**src/rtl/ble_frame_rx.sv**
```systemverilog
// ble_frame_rx: sync-byte framed receiver with length/XOR-checksum checks,
// inter-byte timeout, and atomic commit of the verified payload. Rev 1.0
`default_nettype none

module ble_frame_rx #(
  parameter int          NUM_FIELDS     = 10,
  parameter logic [7:0]  SYNC_BYTE      = 8'hA5,
  parameter int          TIMEOUT_CYCLES = 100_000,
  parameter int          CNT_W          = 8
) (
  input  logic                       clk,
  input  logic                       rst,
  input  logic [7:0]                 rx_byte_i,
  input  logic                       rx_valid_i,
  output logic [NUM_FIELDS-1:0][7:0] fields_o,
  output logic                       fields_valid_o,
  output logic                       err_pulse_o,
  output logic [1:0]                 err_code_o,
  output logic [CNT_W-1:0]           frame_ok_cnt_o,
  output logic [CNT_W-1:0]           frame_err_cnt_o
);

  localparam int IDX_W = (NUM_FIELDS > 1) ? $clog2(NUM_FIELDS) : 1;
  localparam int TO_W  = $clog2(TIMEOUT_CYCLES);

  localparam logic [IDX_W-1:0] LAST_IDX = IDX_W'(NUM_FIELDS - 1);
  localparam logic [TO_W-1:0]  TO_MAX   = TO_W'(TIMEOUT_CYCLES - 1);
  localparam logic [7:0]       LEN_BYTE = 8'(NUM_FIELDS);

  localparam logic [1:0] ERR_LEN = 2'd1;
  localparam logic [1:0] ERR_CHK = 2'd2;
  localparam logic [1:0] ERR_TO  = 2'd3;

  typedef enum logic [1:0] {
    S_HUNT    = 2'd0,
    S_LEN     = 2'd1,
    S_PAYLOAD = 2'd2,
    S_CHK     = 2'd3
  } state_t;

  state_t                      state_q, state_d;
  logic [IDX_W-1:0]            idx_q, idx_d;
  logic [7:0]                  xor_q, xor_d;
  logic [TO_W-1:0]             to_q, to_d;
  logic [NUM_FIELDS-1:0][7:0]  shadow_q;
  logic                        shadow_we;
  logic                        commit;
  logic                        err;
  logic [1:0]                  code;

  logic [NUM_FIELDS-1:0][7:0]  fields_q;
  logic                        fields_valid_q;
  logic                        err_pulse_q;
  logic [1:0]                  err_code_q;
  logic [CNT_W-1:0]            ok_cnt_q;
  logic [CNT_W-1:0]            err_cnt_q;

  always_comb begin
    state_d   = state_q;
    idx_d     = idx_q;
    xor_d     = xor_q;
    to_d      = '0;
    shadow_we = 1'b0;
    commit    = 1'b0;
    err       = 1'b0;
    code      = 2'd0;

    if (state_q != S_HUNT && !rx_valid_i) begin
      to_d = to_q + TO_W'(1);
    end

    case (state_q)
      S_HUNT: begin
        if (rx_valid_i && rx_byte_i == SYNC_BYTE) begin
          state_d = S_LEN;
        end
      end
      S_LEN: begin
        if (rx_valid_i) begin
          if (rx_byte_i == LEN_BYTE) begin
            xor_d   = rx_byte_i;
            idx_d   = '0;
            state_d = S_PAYLOAD;
          end else begin
            err     = 1'b1;
            code    = ERR_LEN;
            state_d = S_HUNT;
          end
        end
      end
      S_PAYLOAD: begin
        if (rx_valid_i) begin
          shadow_we = 1'b1;
          xor_d     = xor_q ^ rx_byte_i;
          if (idx_q == LAST_IDX) begin
            idx_d   = '0;
            state_d = S_CHK;
          end else begin
            idx_d   = idx_q + IDX_W'(1);
          end
        end
      end
      S_CHK: begin
        if (rx_valid_i) begin
          if (rx_byte_i == xor_q) begin
            commit = 1'b1;
          end else begin
            err  = 1'b1;
            code = ERR_CHK;
          end
          state_d = S_HUNT;
        end
      end
      default: state_d = S_HUNT;
    endcase

    // A byte arriving on the expiry cycle wins, so only an idle cycle times out.
    if (state_q != S_HUNT && !rx_valid_i && to_q == TO_MAX) begin
      err     = 1'b1;
      code    = ERR_TO;
      state_d = S_HUNT;
      to_d    = '0;
    end
  end

  always_ff @(posedge clk) begin
    if (rst) begin
      state_q <= S_HUNT;
      idx_q   <= '0;
      xor_q   <= '0;
      to_q    <= '0;
    end else begin
      state_q <= state_d;
      idx_q   <= idx_d;
      xor_q   <= xor_d;
      to_q    <= to_d;
    end
  end

  always_ff @(posedge clk) begin
    if (shadow_we) begin
      shadow_q[idx_q] <= rx_byte_i;
    end
  end

  always_ff @(posedge clk) begin
    if (rst) begin
      fields_q       <= '0;
      fields_valid_q <= 1'b0;
      err_pulse_q    <= 1'b0;
      err_code_q     <= 2'd0;
      ok_cnt_q       <= '0;
      err_cnt_q      <= '0;
    end else begin
      fields_valid_q <= commit;
      err_pulse_q    <= err;
      if (commit) begin
        fields_q <= shadow_q;
        if (ok_cnt_q != '1) begin
          ok_cnt_q <= ok_cnt_q + CNT_W'(1);
        end
      end
      if (err) begin
        err_code_q <= code;
        if (err_cnt_q != '1) begin
          err_cnt_q <= err_cnt_q + CNT_W'(1);
        end
      end
    end
  end

  assign fields_o        = fields_q;
  assign fields_valid_o  = fields_valid_q;
  assign err_pulse_o     = err_pulse_q;
  assign err_code_o      = err_code_q;
  assign frame_ok_cnt_o  = ok_cnt_q;
  assign frame_err_cnt_o = err_cnt_q;

endmodule

`default_nettype wire

```
**config.mk**
```make
export PLATFORM = sky130hd
export DESIGN_NAME = ble_frame_rx
export DESIGN_NICKNAME = d
export VERILOG_FILES = /design/src/rtl/ble_frame_rx.sv
export SDC_FILE = /design/constraint.sdc
export NUM_CORES = 1
export LEC_CHECK = 0
export CORE_MARGIN = 2
export CORE_UTILIZATION = 58
export CTS_CLUSTER_SIZE = 30
export DETAILED_ROUTE_END_ITERATION = 7
export HOLD_SLACK_MARGIN = 0.03
export PLACE_DENSITY = 0.94
export SLEW_MARGIN = 20
export SYNTH_ARGS = -nofsm -noshare
export SYNTH_HDL_FRONTEND = slang
export SYNTH_SLANG_ARGS = --single-unit
```
**constraint.sdc**
```tcl
create_clock -name clk -period 5.2 [get_ports clk]
set_clock_uncertainty 0.1 [all_clocks]
set_input_delay 0.52 -clock clk [delete_from_list [all_inputs] [get_ports clk]]
set_output_delay 0.52 -clock clk [all_outputs]
set_load 0.03 [all_outputs]
```
==> flow_summary.json, run 1 <==
{
  "setup_viol": 0,
  "h-tree-depth": 1,
  "arrival_ns": 3.39,
  "dp_hpwl_um": 10800,
  "synth_cells": 673,
  "path_class": "in2reg",
  "grt_max_degree": 86,
  "holdBufCountCts": 0,
  "post_dp_cell_area_mm2": 0.00915,
  "worstRegToRegCells": 6,
  "final_core_util_pct": 73.7,
  "routed_wl_um": 17600,
  "p_sw_mw": 0.671,
  "fillCellCount": 838,
  "synthAdderAreaFrac_pct": 0.472,
  "antenna_cells": 0,
  "vdd_drop_max_v": 0.000228,
  "synth_edf_count": 80,
  "yosysMostFrequentCell": "dfxtp_1",
  "grt.overflow.total": 0,
  "gp_congestion": 0.892,
  "yosys.area_share.simple_pct": 15.1,
  "final_area_mm2": 0.00983,
  "postRouteAntennaNets": 0,
  "synth_top_family_by_area": "simple AND/OR/NAND/NOR gates",
  "antenna_found_initial": 0,
  "min_path_type": "reg2reg",
  "cts_tree": "built",
  "routedWlPerCell_um": 18.2,
  "synthMuxAreaShare_pct": 11.7,
  "min_to": "to_q[0]",
  "multi_input_area_mm2": 0.00271,
  "netSwitchingFraction_pct": 20.8,
  "post_cts_buffers": 0,
  "clkPwrFrac_pct": 45.3,
  "initialDrtViolationCount": 563,
  "worstMarginPinSlew_ns": 1.03,
  "sequentialPowerShare_pct": 53.0,
  "crit_fanout": 57,
  "synth_cell_types": 48,
  "core.rowCount": 42,
  "grt_use_total_pct": 24.0,
  "worstHoldStart": "to_q[0]",
  "rr_startpoint": "xor_q[4]",
  "power.density_mw_per_mm2": 328,
  "numCtsBuffers": 21,
  "ys_warn_count": 0,
  "worst_setup_path_start_kind": "input pin",
  "postSynthAreaPerCell_um2": 11.8,
  "avgViaCountPerCell": 5.78,
  "vias": 5596,
  "synth_compound_gate_area_share_pct": 3.82,
  "fin_ws_ns": 2.04,
  "drv_slew": 0,
  "netlist_area_mm2": 0.00796,
  "ctsResizeCount": 0,
  "async_reset_ff_share_pct": 0,
  "nets": 792,
  "area_growth_pct": 23.5,
  "netlist_top_cells_count": "131 x dfxtp_1, 130 x nor2_1, 81 x mux2i_1",
  "place_worst_setup_slack_ns": 1.63,
  "fmax_mhz": 317,
  "seq_area_mm2": 0.00502,
  "synth_seq_cells": 211,
  "grt_setup_unrepaired": "no",
  "core_area_mm2": 0.0133,
  "combinationalPowerShare_pct": 1.7,
  "totalNegativeSetupSlack_ns": 0,
  "cts-root-buf": "clkbuf_16",
  "layout-drive-gt1-share_pct": 7.95,
  "clockBufferDepth": 3,
  "maxCapViolCount": 0,
  "synth.area.top_cells": "dfxtp_1 33%, edfxtp_1 30%, mux2i_1 10%, nor2_1 6.1%, xor2_1 2.0%",
  "critPathCaptureType": "register",
  "hold_depth": 1,
  "synth-xor-area-share_pct": 2.64,
  "clock_latency_ns": 0.49,
  "first_pass_iters": 5,
  "status": "finished, final reports clean",
  "r2r_slack_ns": 2.45,
  "grt_pass1_vias": 5579,
  "ys.flop_type": "dfxtp_1",
  "r2r_end": "fields_o[44]",
  "fin_crit_ns": 3.16,
  "fin_cells": 968,
  "route.detailed.drc": 0,
  "die_area_mm2": 0.0147,
  "portBuffers": 110,
  "relSlewSlack_pct": 31.0,
  "clk_pin_slew_ns": 0.06,
  "p_int_mw": 2.56,
  "p_leak_nw": 3.24,
  "finalHoldViolCount": 0,
  "initial_core_util_pct": 59.6,
  "post-route-period-util_pct": 60.7,
  "die_h_um": 121,
  "synth_top_area_cell": "dfxtp_1",
  "required_ns": 5.43,
  "ys_seq_area_share_pct": 63.1,
  "holdWs_ns": 0.368,
  "grt_pass1_wl_um": 27900,
  "cts_sinks": 211,
  "dp.cells": 931,
  "power.total_mw": 3.23,
  "synth_top_area_share_pct": 32.9,
  "io_pins": 111,
  "die_width_um": 121,
  "synth_fp_nets": 687
}
## power groups by stage
| stage | combinational (mW) | clock (mW) | sequential, mW |
|---|---|---|---|
| CTS | 0.0534 | 1.48 | 1.71 |
| global route | 0.0572 | 1.55 | 1.71 |
| detailed placement | 0.0531 | 0 | 1.75 |
| floorplan | 0.0199 | 0 | 1.75 |
| global placement | 0.0507 | 0 | 1.75 |
| finish | 0.0542 | 1.46 | 1.71 |
## placed cells by master, fill, tap and decap left out, types with 3 or more instances in the layout
master and n:
nor3_1 8, mux2_2 10, dfxtp_1 131, inv_1 5
ha_1 3, xor2_1 18, and4_1 3, nand2_1 19
a31oi_1 9, and3_1 11, nand3_1 23, nor3b_1 3
nand2b_1 6, nand3b_1 9, clkbuf_16 21, buf_4 10
clkdlybuf4s50_1 109, xnor2_1 6, clkinv_2 3, or3_1 3
nor2_1 130, o21ai_0 11, nor4_1 5, edfxtp_1 80
clkinvlp_4 4, a21oi_1 16, nor2b_1 12, mux2i_1 81
nand4_1 6
## worst max-delay path, stage by stage
cell and delay, ns:
clkdlybuf4s50_1 0.71, xor2_1 0.27, nor4_1 0.45, and3_4 0.61, buf_12 0.42, mux2i_1 0.29
nor2_1 0.07
## state kept, by name, indices dropped and copies added (netlist names), 2 cells and up, named ones only
register	flops
fields_o	80
shadow_q	80
to_q	17
frame_err_cnt_o	8
frame_ok_cnt_o	8
xor_q	8
idx_q	4
err_code_o	2
## per-layer routing
layer / part of all wire [%] / GRT usage (%) / vias up
met3: 8.0 / 5.17 / 54
li1: - / - / 2576
met5: 0 / 0 / -
met4: 3.0 / 9.34 / 0
met2: 50 / 40.9 / 268
met1: 39 / 29.7 / 2698
## final cells by class
cell class	instances	share of cell area, %
clock buffer	24	5.66
clock inverter	13	1.18
inverter	5	0.191
multi-input combinational	419	27.6
sequential	211	51.1
tap	176	2.24
timing repair buffer	120	12.1
## cell families after synthesis
group,Yosys count
simple gates,251
flops,211
mux,92
compound gates,49
buf+inv,43
xor+xnor,24
fa+ha+maj,3
## how the worst max path moves through the flow
stage | startpoint | endpoint | slack (ns) | depth (start not counted)
after global placement | rx_byte_i[4] | fields_o[68] | 1.82 | 8
after floorplan | rx_valid_i | frame_err_cnt_o[6] | 2.87 | 7
after detailed placement | rx_byte_i[7] | fields_o[78] | 1.63 | 7
after global routing | rx_byte_i[4] | fields_o[39] | 1.90 | 8
after CTS | rx_byte_i[7] | fields_o[44] | 2.10 | 7
final | rx_byte_i[7] | fields_o[44] | 2.04 | 7
Note: power is estimated with default switching activity, not from simulation.
==> run 2, diff against run 1 <==
- CORE_UTILIZATION: 58 -> 54
- PLACE_DENSITY: 0.94 -> 0.89
- clock period: 5.2 -> 3 ns (I/O delays scaled with it)
==> flow_summary.json, run 2 (synthesis gave the netlist of run 1 again) <==
{
  "min_path_type": "in2reg",
  "fin_ws_ns": 0.490,
  "cp_top_family": "simple AND/OR/NAND/NOR gates",
  "vdd_drop_max_v": 0.000441,
  "portBuffers": 110,
  "holdBufCountCts": 0,
  "r2r_slack_ns": 0.49,
  "drv_slew": 0,
  "post-route-period-util_pct": 83.7,
  "routed_wl_um": 17700,
  "crit_fanout": 11,
  "post_cts_buffers": 0,
  "route.detailed.drc": 0,
  "ctsResizeCount": 0,
  "fillCellCount": 980,
  "h-tree-depth": 1,
  "critPathCaptureType": "register",
  "first_pass_iters": 5,
  "p_leak_nw": 3.30,
  "core_area_mm2": 0.0145,
  "fin_crit_ns": 2.51,
  "final_cell_mix": "131 x dfxtp_1, 130 x nor2_1, 109 x clkdlybuf4s50_1",
  "vias": 5533,
  "cp_slowest_stage_delay_ns": 0.64,
  "clockBufferDepth": 3,
  "antenna_found_initial": 0,
  "dp.cells": 954,
  "grt_use_total_pct": 22.2,
  "arrival_ns": 2.79,
  "die_h_um": 125,
  "initialDrtViolationCount": 374,
  "grt.overflow.total": 0,
  "path_cells": "xor2_1 > nor4_1 > nand3_1 > nor3b_1 > mux2_2",
  "relSlewSlack_pct": 52.4,
  "multi_input_area_mm2": 0.00270,
  "fin_cells": 992,
  "dp_hpwl_um": 11600,
  "area_growth_pct": 24.6,
  "place_worst_setup_slack_ns": 0.0530,
  "finalHoldViolCount": 0,
  "totalNegativeSetupSlack_ns": 0,
  "grt_pass1_vias": 5500,
  "initial_core_util_pct": 55.0,
  "cp_slowest_cell": "nor4_1",
  "status": "finished, final reports clean",
  "worstMarginPinSlew_ns": 0.707,
  "die_area_mm2": 0.0157,
  "cts_tree": "built",
  "gp_congestion": 0.866,
  "required_ns": 3.28,
  "cts_sinks": 211,
  "postRouteAntennaNets": 0,
  "clock_latency_ns": 0.50,
  "grt_setup_unrepaired": "no",
  "fmax_mhz": 398,
  "seq_area_mm2": 0.00502,
  "layout-drive-gt1-share_pct": 9.03,
  "power.density_mw_per_mm2": 548,
  "routedWlPerCell_um": 17.8,
  "clk_pin_slew_ns": 0.06,
  "io_pins": 111,
  "antenna_cells": 0,
  "grt_pass1_wl_um": 28400,
  "worst_setup_path_start_kind": "register",
  "die_width_um": 125,
  "setup_viol": 0,
  "path_class": "reg2reg",
  "numCtsBuffers": 21,
  "core.rowCount": 44,
  "nets": 807,
  "grt_max_degree": 63,
  "maxCapViolCount": 0,
  "avgViaCountPerCell": 5.58,
  "cts-root-buf": "clkbuf_16",
  "final_common_cell": "dfxtp_1",
  "critPathBufInv": 0
}
==> run 2: layout make-up <==
class | instances | area share (%)
sequential | 211 | 50.6
clock buffer | 26 | 5.49
inverter | 5 | 0.189
clock inverter | 12 | 0.769
multi-input combinational | 419 | 27.3
tap | 184 | 2.32
timing repair buffer | 135 | 13.3
==> run 2: metal layers <==
layer | part of all wire [%] | GRT usage [%]
met2 | 49 | 37.8
met5 | 0 | 0
met1 | 42 | 28.3
met3 | 5.7 | 3.98
met4 | 3.4 | 8.50
==> run 2: worst reg2reg max path, cell delays in order (launching register included) <==
cell and delay (ns):
dfxtp_1 0.34, xor2_1 0.18, nor4_1 0.64, nand3_1 0.43, nor3b_1 0.34, mux2_2 0.37
==> run 2: final timing paths <==
kind / to / from / cells past startpoint
setup / recovery: frame_ok_cnt_o[4] / xor_q[4] / 5
hold / removal: fields_o[15] / rst / 2
setup reg to reg: frame_ok_cnt_o[4] / xor_q[4] / 5
hold reg to reg: err_code_o[0] / err_code_o[0] / 2
==> run 2: through the flow <==
stage                     total power [mW]  util [%]  hold WS (ns)  instance area [um2]
final                                 5.44      68.5         0.214                 9920
after global routing                  5.59      68.5         0.243                 9920
after CTS                             5.47      68.5         0.199                 9920
after detailed placement              3.13      64.2         0.361                 9300
after global placement                3.13      64.2         0.341                 9300
after floorplan                       3.07         -         0.299                 7960
==> run 2: power breakdown <==
| part | total [mW] | internal [mW] | switching [mW] | leakage [nW] |
|---|---|---|---|---|
| Clock | 2.37 | 1.31 | 1.06 | 0.302 |
| Sequential | 2.97 | 2.97 | 0.0000611 | 1.77 |
| Combinational | 0.102 | 0.0298 | 0.0723 | 1.23 |
| Total | 5.44 | 4.30 | 1.13 | 3.30 |
